===== config.mk =====
export PLATFORM = sky130hd
export DESIGN_NAME = tone_meter
export DESIGN_NICKNAME = d
export VERILOG_FILES = /design/src/rtl/tone_meter_pkg.sv /design/src/rtl/tone_meter_sync_edge.sv /design/src/rtl/tone_meter.sv
export SDC_FILE = /design/constraint.sdc
export NUM_CORES = 1
export LEC_CHECK = 0
export BUFFER_PORTS_ARGS = -buffer_cell sky130_fd_sc_hd__buf_2
export CORE_UTILIZATION = 55
export CTS_BUF_LIST = sky130_fd_sc_hd__clkbuf_16
export CTS_CLUSTER_DIAMETER = 100
export DETAILED_ROUTE_END_ITERATION = 10
export HOLD_SLACK_MARGIN = 0.02
export PLACE_DENSITY = 0.75
export REMOVE_ABC_BUFFERS = 1
export SKIP_CTS_REPAIR_TIMING = 1
export SLEW_MARGIN = 25
export SYNTH_ARGS = -nofsm -noshare
export SYNTH_HDL_FRONTEND = slang
export SYNTH_SLANG_ARGS = --single-unit

===== constraint.sdc =====
create_clock -name clk -period 3.62 [get_ports clk]
set_input_delay 0.724 -clock clk [delete_from_list [all_inputs] [get_ports clk]]
set_output_delay 0.724 -clock clk [all_outputs]
set_load 0.01 [all_outputs]

===== src/rtl/tone_meter_pkg.sv =====
// Shared types and helpers for the tone frequency meter.
package tone_meter_pkg;

   typedef enum logic {
      SETTLE = 1'b0,
      RUN    = 1'b1
   } state_t;

   function automatic int unsigned gate_cycles(input int unsigned clk_freq,
                                               input int unsigned gate_shift);
      return clk_freq >> gate_shift;
   endfunction

endpackage


===== src/rtl/tone_meter_sync_edge.sv =====
// Two-flop synchroniser for an asynchronous input, followed by a registered
// rising-edge detector (rise is high one cycle, three clocks after din rises).
module sync_edge (
   input  logic clk,
   input  logic rst,
   input  logic din,
   output logic rise
);

   logic meta_q, sync_q, prev_q, rise_q;

   always_ff @(posedge clk or posedge rst) begin
      if (rst) begin
         meta_q <= 1'b0;
         sync_q <= 1'b0;
         prev_q <= 1'b0;
         rise_q <= 1'b0;
      end else begin
         meta_q <= din;
         sync_q <= meta_q;
         prev_q <= sync_q;
         rise_q <= sync_q & ~prev_q;
      end
   end

   assign rise = rise_q;

endmodule


===== src/rtl/tone_meter.sv =====
// Gated edge counter: counts synchronised rising edges of tone_in over a fixed
// window and publishes the scaled count (Hz) plus status flags once per window.
module tone_meter
   import tone_meter_pkg::*;
#(
   parameter int unsigned CLK_FREQ   = 100_000_000,
   parameter int unsigned GATE_SHIFT = 3,
   parameter int unsigned COUNT_W    = 24
) (
   input  logic        clk,
   input  logic        rst,
   input  logic        tone_in,
   output logic [31:0] freq,
   output logic        valid,
   output logic        silent,
   output logic        overflow,
   output logic        changed
);

   localparam int unsigned GATE_CYCLES = gate_cycles(CLK_FREQ, GATE_SHIFT);
   localparam int unsigned GCNT_W      = (GATE_CYCLES > 1) ? $clog2(GATE_CYCLES) : 1;
   localparam logic [GCNT_W-1:0]  GCNT_LAST = GCNT_W'(GATE_CYCLES - 1);
   localparam logic [COUNT_W-1:0] ECNT_MAX  = '1;

   state_t              state_q, state_d;
   logic [GCNT_W-1:0]   gcnt_q, gcnt_d;
   logic [COUNT_W-1:0]  ecnt_q, ecnt_d;
   logic                sat_q, sat_d;
   logic [31:0]         freq_q, freq_d;
   logic                valid_q, valid_d;
   logic                silent_q, silent_d;
   logic                overflow_q, overflow_d;
   logic                changed_q, changed_d;

   logic                rise;
   logic                terminal;
   logic                at_max;
   logic [COUNT_W-1:0]  total;
   logic [31:0]         freq_new;

   sync_edge u_sync_edge (
      .clk  (clk),
      .rst  (rst),
      .din  (tone_in),
      .rise (rise)
   );

   assign terminal = (gcnt_q == GCNT_LAST);
   assign at_max   = (ecnt_q == ECNT_MAX);
   // An edge landing in the terminal cycle still belongs to the closing window.
   assign total    = (rise && !at_max) ? ecnt_q + 1'b1 : ecnt_q;
   assign freq_new = 32'(total) << GATE_SHIFT;

   always_comb begin
      state_d    = state_q;
      gcnt_d     = gcnt_q + 1'b1;
      ecnt_d     = ecnt_q;
      sat_d      = sat_q;
      freq_d     = freq_q;
      valid_d    = 1'b0;
      silent_d   = silent_q;
      overflow_d = overflow_q;
      changed_d  = 1'b0;

      if (terminal) begin
         gcnt_d  = '0;
         ecnt_d  = '0;
         sat_d   = 1'b0;
         state_d = RUN;
         if (state_q == RUN) begin
            freq_d     = freq_new;
            valid_d    = 1'b1;
            silent_d   = (total == '0);
            overflow_d = sat_q | (rise & at_max);
            changed_d  = (freq_new != freq_q);
         end
      end else if (rise) begin
         if (at_max) sat_d  = 1'b1;
         else        ecnt_d = ecnt_q + 1'b1;
      end
   end

   always_ff @(posedge clk or posedge rst) begin
      if (rst) begin
         state_q    <= SETTLE;
         gcnt_q     <= '0;
         ecnt_q     <= '0;
         sat_q      <= 1'b0;
         freq_q     <= '0;
         valid_q    <= 1'b0;
         silent_q   <= 1'b1;
         overflow_q <= 1'b0;
         changed_q  <= 1'b0;
      end else begin
         state_q    <= state_d;
         gcnt_q     <= gcnt_d;
         ecnt_q     <= ecnt_d;
         sat_q      <= sat_d;
         freq_q     <= freq_d;
         valid_q    <= valid_d;
         silent_q   <= silent_d;
         overflow_q <= overflow_d;
         changed_q  <= changed_d;
      end
   end

   assign freq     = freq_q;
   assign valid    = valid_q;
   assign silent   = silent_q;
   assign overflow = overflow_q;
   assign changed  = changed_q;

endmodule


==> results of run 1 <==
registers in the layout (all words and copies together) (netlist names):
name and count:
ecnt_q 24, overflow 1, u_sync_edge.rise 1, freq 24
gcnt_q 24, u_sync_edge.sync_q 1, state_q 1, sat_q 1
u_sync_edge.prev_q 1, silent 1, u_sync_edge.meta_q 1, changed 1
valid 1
per-stage QoR:
stage | cell area (sq um) | setup TNS, ps
finish | 4850 | 0
global route | 4850 | 0
CTS | 4850 | 0
detailed placement | 4530 | 0
global placement | 4530 | 0
floorplan | 4220 | -143
worst max-delay path: cells and delay by family, from the launching register on:
family           cells  cell delay [ps]
AND/OR/NAND/NOR      4              820
XOR/XNOR             1              390
AO/OA/AOI/OAI        3             1520
flip-flops           1              420
report_power, final:
group | internal (mW) | total, mW | switching, mW
combinational | 0.100 | 0.248 | 0.148
sequential | 0.950 | 1.00 | 0.0509
clock | 0.604 | 0.971 | 0.367
total | 1.65 | 2.22 | 0.566
metal layers:
layer  vias to the layer above  part of all wire  GRT usage
met5                         -                 0          0
met1                      1621              0.43      0.310
li1                       1581                 -          -
met4                         0             0.026      0.108
met3                        24             0.041     0.0606
met2                        96              0.51      0.423
kinds of logic after synthesis:
logic type                 after synthesis  share of synthesized area
and+or+nand+nor                        199                      0.244
DFF                                     82                      0.477
AOI/OAI and AO/OA                       63                     0.0973
xor gates and xnor gates                60                      0.132
buffers and inverters                   28                     0.0331
muxes                                    3                    0.00988
adders and majority gates                2                    0.00581
other                                    1                   0.000871
path summary, 6_finish.rpt:
check,startpoint,endpoint,cells past startpoint
worst min-delay path,u_sync_edge.meta_q,u_sync_edge.sync_q,0
worst max register to register,ecnt_q[4],changed,8
worst max-delay path,ecnt_q[4],changed,8
max in group asynchronous,rst,ecnt_q[5],3
worst min register to register,u_sync_edge.meta_q,u_sync_edge.sync_q,0
min in group asynchronous,rst,ecnt_q[16],2
layout make-up:
class | count | area share
inverters | 7 | 0.00567
clock inverters | 7 | 0.0193
repair buffers | 35 | 0.0387
clock buffers | 9 | 0.0464
well taps | 99 | 0.0255
multi-input cells | 335 | 0.441
flip-flops and latches | 82 | 0.423
cells in the mapped netlist (3+ instances only):
master	number
nor2b_1	4
nor4_1	4
nand4_2	4
nor3b_1	4
and2_1	3
nor2_1	52
o21ai_0	31
a41oi_1	3
and3_1	13
dfrtp_1	81
clkbuf_1	9
inv_1	7
xor2_1	17
buf_4	9
xnor2_1	39
nand4_1	12
a2111oi_0	3
buf_2	3
a21oi_1	6
a211oi_1	4
nand2_1	51
nand3_1	24
nor3_1	7
==> flow_summary.ini, run 1 <==
[sta]
finalClockSkew_ps = 4.62
setup_viol = 0
fmax_ghz = 0.300
drv_slew = 0
tightest_slew_ps = 839
post-route-period-util = 0.920
rsz0062_at_grt = no
setup_ws_ps = 288
max_slew_margin = 0.438
finalHoldWorstSlack_ps = 348
hold_viol = 0
fin_crit_ps = 3330

[floorplan]
ioPinCount = 39
fp.dieH_microns = 90.5
die_w_microns = 90.5
initial_core_util = 0.581
core_area_sq_um = 7410
rows = 31
dieArea_sq_um = 8190

[final_layout]
mostFrequentLayoutCell = dfrtp_1
mostFrequentLayoutCells = 81 x dfrtp_1, 52 x nor2_1, 51 x nand2_1, 39 x xnor2_1, 31 x o21ai_0
stdcell_count = 574
utilization = 0.655
final_layout_size_suffix_gt1_frac = 0.160
fillers = 616
multiInputGateArea_sq_um = 2140
n_antenna_cell = 0
nets = 475
register_area_sq_um = 2050
syn2layout_area_growth_pct = 12.7

[clock_tree]
clk_path_buf_depth = 2
htreeDepth = 3
insertion_delay_ps = 330
clk_pin_slew_ps = 60
root_buffer = clkbuf_16
cts.sink_count = 82
tritoncts = yes
cts_inserted_buffers = 9

[grt]
grt_pass1_wl_mm = 16.2
groute.usage.overall = 0.252
grt_max_degree = 45
antenna_found_initial = 0
grt_pass1_vias = 3302
overflow = 0

[synthesis]
ys_types = 58
synth_cells = 438
synth.largest_area_cell = dfrtp_1
synth_top_area_frac = 0.471
synth_seq_cells = 82
ys_top_cells_by_area = dfrtp_1 47%, xnor2_1 7.9%, nor2_1 4.5%, nand2_1 4.4%, o21ai_0 3.6%
synthArstFlopShare = 1.00
ys.flop_type = dfrtp_1
syn_area_sq_um = 4310
synth_edf_count = 0
yosysWarnings = 0
yosysSeqAreaShare = 0.477
syn_avg_cell_area_sq_um = 9.83

[pwr]
power.density_nw_per_um2 = 457
total_power_mw = 2.22
p_leak_nw = 2.26
ir_drop_mv = 0.398

[routing]
wl_mm = 9.42
drcViolationCount = 0
drtAntennaViolNets = 0
viasPerCell = 5.79
drtIter0Drc = 235
num_vias = 3322
drt-wirelength-per-cell_microns = 16.4
first_pass_iters = 4

[place]
place_congestion = 0.908
preCtsSetupSlack_ps = 396
placed_cells = 558
dp_hpwl_mm = 6.84
portBuffers = 30

[setup_path]
cp.required_ps = 3780
critPathLaunchType = flop
cp_data_arrival_time_ps = 3490
crit_chain = and3_1 > nand4_2 > a211oi_2 > nand3_1 > xor2_1 > nor2_1 > a2111oi_0 > a41oi_1
rrSetupSlack_ps = 290
critPathMaxFanout = 9
cp-end-kind = flop
cpPeakStageDelay_ps = 660
criticalPathCategory = reg -> reg
critical-path-slowest-cell = a211oi_2

[run]
maxCapViolCount = 0

[outcome]
outcome = finished clean

[worst_hold_path]
hp-class = reg -> reg
No activity file was read; power rests on OpenSTA's default activity.
==> run 2: changes to the inputs <==
--- a/config.mk
+++ b/config.mk
@@ -5,7 +5,8 @@
 export SDC_FILE = /design/constraint.sdc
 export NUM_CORES = 1
 export LEC_CHECK = 0
-export BUFFER_PORTS_ARGS = -buffer_cell sky130_fd_sc_hd__buf_2
+export BUFFER_PORTS_ARGS = -buffer_cell sky130_fd_sc_hd__buf_4
+export CORE_ASPECT_RATIO = 1.2
 export CORE_UTILIZATION = 55
 export CTS_BUF_LIST = sky130_fd_sc_hd__clkbuf_16
 export CTS_CLUSTER_DIAMETER = 100
==> run 2 against run 1 <==
Compared with the run above: first-iteration DRC count rose by 31%; critical path depth did not move; routed wire length rose by 3.9%; maximum frequency rose by 3.5%; hold slack improved by 9.4 ps; non-clock buffer count did not move; die area barely moved; sequential power barely moved; sequential cell count did not move; largest cell class unchanged.
==> flow_summary.ini, run 2 (same netlist as run 1, synthesis figures left out) <==
[floorplan]
core_area_sq_um = 7620
initial_core_util = 0.565
rows = 35
fp.dieH_microns = 98.9
ioPinCount = 39
die_w_microns = 82.8
dieArea_sq_um = 8190

[sta]
setup_viol = 0
finalClockSkew_ps = 6.74
fin_crit_ps = 3220
hold_viol = 0
drv_slew = 0
max_slew_margin = 0.590
rsz0062_at_grt = no
post-route-period-util = 0.889
tightest_slew_ps = 612
finalHoldWorstSlack_ps = 357
fmax_ghz = 0.311
setup_ws_ps = 401

[place]
placed_cells = 551
portBuffers = 30
dp_hpwl_mm = 7.10
place_congestion = 0.956
preCtsSetupSlack_ps = 374

[setup_path]
cp_data_arrival_time_ps = 3400
critPathLaunchType = flop
criticalPathCategory = reg -> reg
cp.required_ps = 3800
cp-end-kind = flop
critPathMaxFanout = 9

[final_layout]
syn2layout_area_growth_pct = 14.0
n_antenna_cell = 0
stdcell_count = 567
mostFrequentLayoutCell = dfrtp_1
register_area_sq_um = 2050
multiInputGateArea_sq_um = 2150
fillers = 644
nets = 475
final_layout_size_suffix_gt1_frac = 0.164
mostFrequentLayoutCells = 81 x dfrtp_1, 52 x nor2_1, 51 x nand2_1, 39 x xnor2_1, 35 x buf_4
utilization = 0.644

[routing]
num_vias = 3356
drtAntennaViolNets = 0
drtIter0Drc = 307
first_pass_iters = 6
drcViolationCount = 0
drt-wirelength-per-cell_microns = 17.3
viasPerCell = 5.92
wl_mm = 9.79

[clock_tree]
root_buffer = clkbuf_16
clk_path_buf_depth = 2
htreeDepth = 3
cts_inserted_buffers = 9
tritoncts = yes
clk_pin_slew_ps = 70
insertion_delay_ps = 340
cts.sink_count = 82

[grt]
groute.usage.overall = 0.266
grt_max_degree = 51
grt_pass1_wl_mm = 15.9
grt_pass1_vias = 3214
antenna_found_initial = 0
overflow = 0

[worst_hold_path]
hp-class = reg -> reg

[pwr]
power.density_nw_per_um2 = 445
p_leak_nw = 2.24
ir_drop_mv = 0.410

[outcome]
outcome = finished clean

[run]
maxCapViolCount = 0
run 2: cell type report:
type / instances / share of cell area
inverters: 7 / 0.00561
clock inverters: 7 / 0.0155
clock buffers: 9 / 0.0459
flip-flops and latches: 82 / 0.418
well taps: 92 / 0.0235
repair buffers: 35 / 0.0535
multi-input cells: 335 / 0.438
run 2: path summary, 6_finish.rpt:
| path | startpoint | endpoint | slack (ps) | depth (start not counted) |
|---|---|---|---|---|
| max | ecnt_q[3] | changed | 400 | 8 |
| min | u_sync_edge.meta_q | u_sync_edge.sync_q | 360 | 0 |
| max reg2reg | ecnt_q[3] | changed | 400 | 8 |
| min reg2reg | u_sync_edge.meta_q | u_sync_edge.sync_q | 360 | 0 |
| max in group asynchronous | rst | sat_q | 2470 | 3 |
| min in group asynchronous | rst | freq[26] | 390 | 2 |
run 2: where the power goes:
group          leakage [nW]  switching (mW)  internal, mW  total (mW)
sequential             1.11          0.0532         0.950        1.00
clock                 0.142           0.387         0.539       0.926
combinational         0.988           0.153         0.101       0.254
run 2: metal layers:
layer | vias to the layer above | part of all wire | global-route usage
met1 | 1636 | 0.39 | 0.319
li1 | 1583 | - | -
met4 | 0 | 0.044 | 0.149
met5 | - | 0 | 0
met3 | 33 | 0.049 | 0.0639
met2 | 104 | 0.52 | 0.429
run 2: critical path: stages, from the launching register on:
cell and delay (ps):
dfrtp_1 420, and3_1 250, nand4_2 320, a211oi_2 620, nand3_1 210, xor2_1 420
nor2_1 80, a2111oi_1 530, a41oi_1 190
run 2: metrics by stage:
step / total power, mW / instance area [sq um] / TNS, ps
2_1_floorplan: 1.19 / 4220 / -143
3_3_place_gp: 1.26 / 4600 / 0
3_5_place_dp: 1.27 / 4600 / 0
4_1_cts: 2.19 / 4900 / 0
5_1_grt: 2.26 / 4910 / 0
6_report: 2.18 / 4910 / 0
